### src/rtl/riscv_lsu.sv
// Load/store unit: registers a core access, issues one word-aligned byte-enabled memory request, returns extended load data.
// Optional misaligned-access trap is enabled by defining LSU_MISALIGN_CHECK_EN.
module riscv_lsu (
    input  logic        clk_i,
    input  logic        rst_i,
    input  logic        core_req_i,
    input  logic        core_we_i,
    input  logic [2:0]  core_size_i,
    input  logic [31:0] core_addr_i,
    input  logic [31:0] core_wd_i,
    output logic [31:0] core_rd_o,
    output logic        core_stall_o,
    output logic        misalign_o,
    output logic        mem_req_o,
    output logic        mem_we_o,
    output logic [3:0]  mem_be_o,
    output logic [31:0] mem_addr_o,
    output logic [31:0] mem_wd_o,
    input  logic [31:0] mem_rd_i,
    input  logic        mem_ready_i
);

    typedef enum logic [1:0] {
        IDLE = 2'd0,
        BUSY = 2'd1,
        DONE = 2'd2
    } state_t;

    state_t      state_q, state_d;
    logic        we_q, we_d;
    logic [2:0]  size_q, size_d;
    logic [1:0]  lo_q, lo_d;
    logic [31:0] rd_q, rd_d;
    logic        mem_req_q, mem_req_d;
    logic        mem_we_q, mem_we_d;
    logic [3:0]  be_q, be_d;
    logic [31:0] addr_q, addr_d;
    logic [31:0] wd_q, wd_d;
    logic        misalign_q, misalign_d;
    logic        misalign_req;

    function automatic logic is_byte(input logic [2:0] size);
        return (size == 3'd0) || (size == 3'd4);
    endfunction

    function automatic logic is_half(input logic [2:0] size);
        return (size == 3'd1) || (size == 3'd5);
    endfunction

    // Sizes 3, 6 and 7 fall through to a full-word access.
    function automatic logic [3:0] byte_en(input logic [2:0] size, input logic [1:0] lo);
        logic [3:0] be;
        if (is_byte(size)) begin
            be = 4'b0001 << lo;
        end else if (is_half(size)) begin
            be = lo[1] ? 4'b1100 : 4'b0011;
        end else begin
            be = 4'b1111;
        end
        return be;
    endfunction

    function automatic logic [31:0] lane_wd(input logic [2:0] size, input logic [31:0] wd);
        logic [31:0] res;
        if (is_byte(size)) begin
            res = {4{wd[7:0]}};
        end else if (is_half(size)) begin
            res = {2{wd[15:0]}};
        end else begin
            res = wd;
        end
        return res;
    endfunction

    function automatic logic [31:0] load_extend(input logic [2:0]  size,
                                                input logic [1:0]  lo,
                                                input logic [31:0] word);
        logic signed [7:0]  b;
        logic signed [15:0] h;
        logic [31:0]        res;
        case (lo)
            2'd0:    b = word[7:0];
            2'd1:    b = word[15:8];
            2'd2:    b = word[23:16];
            default: b = word[31:24];
        endcase
        h = lo[1] ? word[31:16] : word[15:0];
        case (size)
            3'd0:    res = 32'(b);
            3'd1:    res = 32'(h);
            3'd4:    res = {24'd0, b};
            3'd5:    res = {16'd0, h};
            default: res = word;
        endcase
        return res;
    endfunction

`ifdef LSU_MISALIGN_CHECK_EN
    function automatic logic misaligned(input logic [2:0] size, input logic [1:0] lo);
        logic res;
        if (is_byte(size)) begin
            res = 1'b0;
        end else if (is_half(size)) begin
            res = lo[0];
        end else begin
            res = (lo != 2'd0);
        end
        return res;
    endfunction

    assign misalign_req = misaligned(core_size_i, core_addr_i[1:0]);
`else
    assign misalign_req = 1'b0;
`endif

    assign core_stall_o = core_req_i && (state_q != DONE);

    always_comb begin
        state_d    = state_q;
        we_d       = we_q;
        size_d     = size_q;
        lo_d       = lo_q;
        rd_d       = rd_q;
        mem_req_d  = mem_req_q;
        mem_we_d   = mem_we_q;
        be_d       = be_q;
        addr_d     = addr_q;
        wd_d       = wd_q;
        misalign_d = 1'b0;
        case (state_q)
            IDLE: begin
                if (core_req_i) begin
                    we_d   = core_we_i;
                    size_d = core_size_i;
                    lo_d   = core_addr_i[1:0];
                    if (misalign_req) begin
                        misalign_d = 1'b1;
                        rd_d       = 32'd0;
                        state_d    = DONE;
                    end else begin
                        mem_req_d = 1'b1;
                        mem_we_d  = core_we_i;
                        be_d      = byte_en(core_size_i, core_addr_i[1:0]);
                        addr_d    = {core_addr_i[31:2], 2'b00};
                        wd_d      = lane_wd(core_size_i, core_wd_i);
                        state_d   = BUSY;
                    end
                end
            end
            BUSY: begin
                // Request stays up until the memory acknowledges, even if the core drops its request.
                if (mem_ready_i) begin
                    rd_d      = we_q ? 32'd0 : load_extend(size_q, lo_q, mem_rd_i);
                    mem_req_d = 1'b0;
                    mem_we_d  = 1'b0;
                    state_d   = DONE;
                end
            end
            DONE: begin
                state_d = IDLE;
            end
            default: begin
                state_d = IDLE;
            end
        endcase
    end

    always_ff @(posedge clk_i or negedge rst_i) begin
        if (!rst_i) begin
            state_q    <= IDLE;
            rd_q       <= 32'd0;
            mem_req_q  <= 1'b0;
            mem_we_q   <= 1'b0;
            be_q       <= 4'd0;
            addr_q     <= 32'd0;
            wd_q       <= 32'd0;
            misalign_q <= 1'b0;
        end else begin
            state_q    <= state_d;
            rd_q       <= rd_d;
            mem_req_q  <= mem_req_d;
            mem_we_q   <= mem_we_d;
            be_q       <= be_d;
            addr_q     <= addr_d;
            wd_q       <= wd_d;
            misalign_q <= misalign_d;
        end
    end

    // Access attributes are only consumed while BUSY, so they need no reset.
    always_ff @(posedge clk_i) begin
        we_q   <= we_d;
        size_q <= size_d;
        lo_q   <= lo_d;
    end

    assign core_rd_o  = rd_q;
    assign misalign_o = misalign_q;
    assign mem_req_o  = mem_req_q;
    assign mem_we_o   = mem_we_q;
    assign mem_be_o   = be_q;
    assign mem_addr_o = addr_q;
    assign mem_wd_o   = wd_q;

endmodule
### config.mk
export PLATFORM = sky130hd
export DESIGN_NAME = riscv_lsu
export DESIGN_NICKNAME = d
export VERILOG_FILES = /design/src/rtl/riscv_lsu.sv
export SDC_FILE = /design/constraint.sdc
export NUM_CORES = 1
export LEC_CHECK = 0
export BUFFER_PORTS_ARGS = -buffer_cell sky130_fd_sc_hd__buf_2
export CORE_MARGIN = 5
export CORE_UTILIZATION = 30
export DETAILED_ROUTE_END_ITERATION = 16
export PLACE_DENSITY = 0.64
export SKIP_CTS_REPAIR_TIMING = 1
export SYNTH_ARGS = -nofsm -noshare
export SYNTH_HDL_FRONTEND = slang
export SYNTH_SLANG_ARGS = --single-unit
### constraint.sdc
create_clock -name clk_i -period 3.94 [get_ports clk_i]
set_input_delay 0.788 -clock clk_i [delete_from_list [all_inputs] [get_ports clk_i]]
set_output_delay 0.788 -clock clk_i [all_outputs]
set_load 0.02 [all_outputs]
==> run_results.csv, run 1 <==
group,metric,value,unit
outcome,run_status,"finished, final reports clean",
drt,vias_per_cell,4.67,
floorplan,rows,46,
place,dp_hpwl,10.5,mm
synth,yosysWarnings,0,
floorplan,start_util,30.5,%
timing,setup_tns,0,ns
worst_setup_path,critPathArrivalTime,2.80,ns
layout,drive_gt1_share,34.9,%
worst_setup_path,worstSetupStartpointType,"flip-flop",
worst_setup_path,path_class,"reg2reg",
synth,ys_types,36,
synth,synth-seq-cells,108,
worst_setup_path,crit_path_max_fanout,19,
global_routing,grt_pass1_wl,21.9,mm
power,leakage,3.32,nW
synth,netlist.area_leader.share,53.2,%
timing,setup_viol,0,
drt,routed_wl,14.4,mm
synth,synth_most_common_cell,"nand2_1",
layout,design_area,6290,µm²
clock_network,cts_max_path_buffers,2,
clock_network,cts_root_buf,"clkbuf_16",
drt,drt-initial-drc-count,213,
global_routing,grt_remaining_overflow,0,
timing,worstMarginPinSlew,0.965,ns
timing,grt_setup_unrepaired,"false",
worst_setup_path,worstPathRequired,4.22,ns
place,io_buffers,204,
floorplan,die_x,137,µm
timing,finalHoldViolations,0,
place,place.gp.congestion,0.856,
worst_setup_path,r2r_start,"lo_q[1]$_DFFE_PP_",
floorplan,die_h,137,µm
power,powerDensity,681,nW/µm²
worst_setup_path,worstSetupEndpointType,"flip-flop",
synth,syn_inst,493,
synth,synth_top_area_cell,"dfrtp_1",
clock_network,cts_tree,"yes",
global_routing,grt_usage,15.1,%
drt,route.detailed.drc,0,
timing,fin_crit,2.53,ns
global_routing,antenna_found_initial,2,
place,dpl-instance-area,6000,µm²
floorplan,core-area,15800,µm²
synth,synthesis.area,4800,µm²
drt,dr.pass1.iters,4,
drt,vias,4204,
power,ir_drop,0.292,mV
synth,synthTopCellsByArea,"dfrtp_1 (53%), nand2_1 (12%), mux2i_1 (6.7%), o21ai_0 (5.5%), edfxtp_1 (3.8%)",
worst_setup_path,r2r_end,"core_rd_o[27]$_DFFE_PN0P_",
layout,final_util,39.9,%
synth,seq_area_frac_synth,56.9,%
timing,relSlewSlack,35.7,%
clock_network,clkTransAtPathRegs,0.07,ns
clock_network,clock_latency,0.35,ns
synth,ys_top_cells_by_count,"nand2_1 (157), dfrtp_1 (102), o21ai_0 (53)",
synth,synth-edff-count,6,
timing,max_freq,0.396,GHz
layout,fill_cells,1656,
run,cap_violations,0,
hold_path,hold_path.class,"in2async",
synth,avgSynthCellArea,9.74,µm²
clock_network,cts_num_sinks,108,
timing,fin_skew,0.00634,ns
layout,areaGrowthSynthToFinish,31.0,%
worst_setup_path,rr_worst_depth,4,
synth,async_flop_share,94.4,%
floorplan,dieArea,18600,µm²
timing,fin_crit_sh,64.1,%
floorplan,boundaryPins,208,
global_routing,grt_max_degree,91,
worst_setup_path,worst-r2r-setup-slack,1.41,ns
drt,wire_per_inst,16.0,µm
timing,slew_viol_final,0,
global_routing,grt_pass1_vias,4092,
drt,antenna_left,0,
synth,synth_ff_type,"dfrtp_1",
clock_network,cts-buffers-inserted,9,
clock_network,htree_levels,3,
layout,nets,784,
==> critical path, cell delays in order, from the launching register on <==
cell and delay (ns):
edfxtp_1 0.84, mux4_2 0.41, nor2_2 0.06, a2111oi_4 0.89, a221o_2 0.24
==> stage by stage <==
step                      setup slack, ns  cells  total power, mW  hold slack (ns)
after floorplan                      1.85    495             2.76            0.442
after global placement               1.40    885             3.42            0.454
after detailed placement             1.38    885             3.44            0.456
after CTS                            1.42    900             4.35            0.465
after global routing                 1.25    901             4.56            0.494
final                                1.41    901             4.29            0.456
==> state kept, by name, indices dropped and copies added (netlist names) <==
register / count
mem_we_o: 1
mem_addr_o: 30
we_q: 1
size_q: 3
core_rd_o: 32
mem_wd_o: 32
mem_req_o: 1
mem_be_o: 4
state_q: 2
lo_q: 2
==> final cells by class <==
class / instances / area, µm² / share of cell area (%)
inverter: 8 / 30.0 / 0.477
antenna: 1 / 2.50 / 0.0398
clock inverter: 1 / 5.00 / 0.0795
timing repair buffer: 208 / 1070 / 16.9
clock buffer: 14 / 285 / 4.53
sequential: 108 / 2730 / 43.4
tap: 216 / 270 / 4.30
multi-input combinational: 345 / 1900 / 30.2
==> cell families (layout without fill, tap and decap cells) <==
| logic type | after synthesis | count (layout) | synth area share [%] |
|---|---|---|---|
| compound gates | 107 | 107 | 14.5 |
| buf+inv | 42 | 231 | 3.83 |
| flops | 108 | 108 | 56.9 |
| mux | 33 | 33 | 7.14 |
| other cells | 1 | 4 | 0.0781 |
| simple gates | 202 | 202 | 17.6 |
==> metal layers <==
layer  global-route usage [%]  part of all wire (%)  up-vias
li1                         -                     -     2050
met1                     20.4                    44     1946
met2                     22.5                    44      182
met3                     4.30                   8.8       24
met4                     6.83                   2.6        2
met5                        0                 0.090        -
==> cell usage in the layout, fill, tap and decap left out, drive strengths merged, types with 2 or more instances in the layout <==
master / n
buf: 208
nand2: 157
dfrtp: 102
o21ai: 53
mux2i: 32
a21oi: 20
nor2: 19
a221o: 16
clkbuf: 14
inv: 8
or3: 7
and2: 7
a22oi: 6
edfxtp: 6
a31oi: 4
nand2b: 3
a221oi: 3
conb: 3
nand3: 2
nor3b: 2
==> worst max path at each step <==
stage | depth (start not counted) | endpoint | slack [ns] | startpoint
2_1_floorplan | 1 | core_stall_o | 1.85 | core_req_i
3_3_place_gp | 5 | core_rd_o[24]$_DFFE_PN0P_ | 1.40 | mem_ready_i
3_5_place_dp | 5 | core_rd_o[27]$_DFFE_PN0P_ | 1.38 | mem_ready_i
4_1_cts | 4 | core_rd_o[27]$_DFFE_PN0P_ | 1.42 | lo_q[1]$_DFFE_PP_
5_1_grt | 4 | core_rd_o[27]$_DFFE_PN0P_ | 1.25 | lo_q[1]$_DFFE_PP_
6_report | 4 | core_rd_o[27]$_DFFE_PN0P_ | 1.41 | lo_q[1]$_DFFE_PP_
==> power by group <==
part           total, mW  switching, mW  internal [mW]
clock              0.894          0.396          0.499
combinational       1.63           1.08          0.558
sequential          1.76          0.233           1.52
(Power assumes the default switching activity.)
==> run 2, diff against run 1 <==
Clock period 3.94 ns to 2.6 ns, I/O delays scaled along.
==> run 2 against run 1 <==
Net effect:
- register-to-register slack worse by 1.0 ns
- core utilization rose by 0.54 points
- sequential share of layout area fell by 0.58 points
- die area unchanged
- global-route usage increased by 0.18 points
- critical path depth down 1
- worst setup slack got worse by 1.0 ns
- cell area is 1.4% higher
- combinational power rose by 55%
- critical endpoint is now core_rd_o[31]$_DFFE_PN0P_
==> run_results.csv, run 2 (synthesis results as in run 1) <==
group,metric,value,unit
floorplan,core-area,15800,µm²
power,powerDensity,1040,nW/µm²
clock_network,cts_tree,"yes",
timing,grt_setup_unrepaired,"false",
clock_network,cts_root_buf,"clkbuf_16",
outcome,run_status,"finished, final reports clean",
timing,fin_crit_sh,85.0,%
clock_network,clkTransAtPathRegs,0.07,ns
place,place.gp.congestion,0.843,
layout,design_area,6380,µm²
clock_network,clock_latency,0.34,ns
place,dp_hpwl,10.7,mm
worst_setup_path,crit_path_max_fanout,16,
worst_setup_path,path_class,"reg2reg",
drt,dr.pass1.iters,4,
place,dpl-instance-area,6070,µm²
drt,drt-initial-drc-count,161,
global_routing,antenna_found_initial,0,
timing,max_freq,0.452,GHz
timing,hold_slack,0.117,ns
drt,antenna_left,0,
layout,mostFrequentLayoutCells,"buf_2 (203), nand2_1 (156), dfrtp_1 (102)",
worst_setup_path,cp_slowest_cell,"a2111oi_4",
drt,route.detailed.drc,0,
layout,n_antenna_cell,0,
clock_network,cts_max_path_buffers,2,
drt,vias_per_cell,4.66,
global_routing,grt_pass1_wl,22.2,mm
timing,fin_ws,0.389,ns
clock_network,cts_num_sinks,108,
place,placed_cells,891,
power,ir_drop,0.401,mV
worst_setup_path,path_cells,"or3_1 > a2111oi_4 > a221o_2",
timing,slew_viol_final,0,
timing,relSlewSlack,32.8,%
global_routing,grt_max_degree,91,
worst_setup_path,worstSetupStartpointType,"flip-flop",
layout,nets,790,
layout,areaGrowthSynthToFinish,32.8,%
worst_setup_path,worst-r2r-setup-slack,0.39,ns
hold_path,hold_path.class,"in2async",
global_routing,grt_usage,15.3,%
worst_setup_path,worst-path-buf-inv,0,
global_routing,grt_remaining_overflow,0,
global_routing,grt_pass1_vias,4092,
timing,fin_skew,0.00712,ns
clock_network,htree_levels,3,
timing,finalHoldViolations,0,
drt,routed_wl,14.4,mm
floorplan,start_util,30.5,%
worst_setup_path,crit_family,"compound AO/OA/AOI/OAI gates",
floorplan,die_h,137,µm
timing,worstMarginPinSlew,1.01,ns
clock_network,cts-buffers-inserted,9,
floorplan,dieArea,18600,µm²
worst_setup_path,worstSetupEndpointType,"flip-flop",
timing,setup_viol,0,
timing,fin_crit,2.21,ns
floorplan,die_x,137,µm
place,dp_slack,0.292,ns
layout,drive_gt1_share,35.7,%
timing,setup_tns,0,ns
power,power,6.61,mW
worst_setup_path,cp_slowest_stage_delay,0.89,ns
layout,stdcell_count,906,
run,cap_violations,0,
layout,final_util,40.4,%
drt,wire_per_inst,15.9,µm
worst_setup_path,critPathArrivalTime,2.49,ns
floorplan,rows,46,
power,leakage,3.37,nW
drt,vias,4221,
layout,layout_commonest_cell,"buf_2",
worst_setup_path,worstPathRequired,2.88,ns
floorplan,boundaryPins,208,
place,io_buffers,204,
-- run 2: cell type report --
type                       count  area, µm²
sequential                   108       2730
clock buffer                  10        229
inverter                       8       30.0
tap                          216        270
timing repair buffer         214       1140
multi-input combinational    345       1900
fill                        1635       9390
clock inverter                 5       78.8
-- run 2: power by group --
part	internal [mW]	switching [mW]	leakage [nW]
registers	2.31	0.337	1.34
logic	0.872	1.64	1.88
clock network	0.838	0.610	0.152
-- run 2: final timing paths --
| kind | start | to | cells past startpoint |
|---|---|---|---|
| worst min register to register | state_q[1]$_DFFE_PN0P_ | state_q[0]$_DFFE_PN0P_ | 1 |
| worst max-delay path | we_q$_DFFE_PP_ | core_rd_o[31]$_DFFE_PN0P_ | 3 |
| max in group asynchronous | rst_i | state_q[1]$_DFFE_PN0P_ | 2 |
| worst max register to register | we_q$_DFFE_PP_ | core_rd_o[31]$_DFFE_PN0P_ | 3 |
| min in group clk_i | core_size_i[2] | size_q[2]$_DFFE_PP_ | 1 |
| worst min-delay path | rst_i | core_rd_o[20]$_DFFE_PN0P_ | 1 |
-- run 2: layer usage --
layer	wire, µm	up-vias	global-route usage [%]
li1	-	2056	-
met1	6360	1983	20.4
met2	6600	168	23.9
met3	1250	14	4.15
met4	216	0	5.43
met5	0	-	0
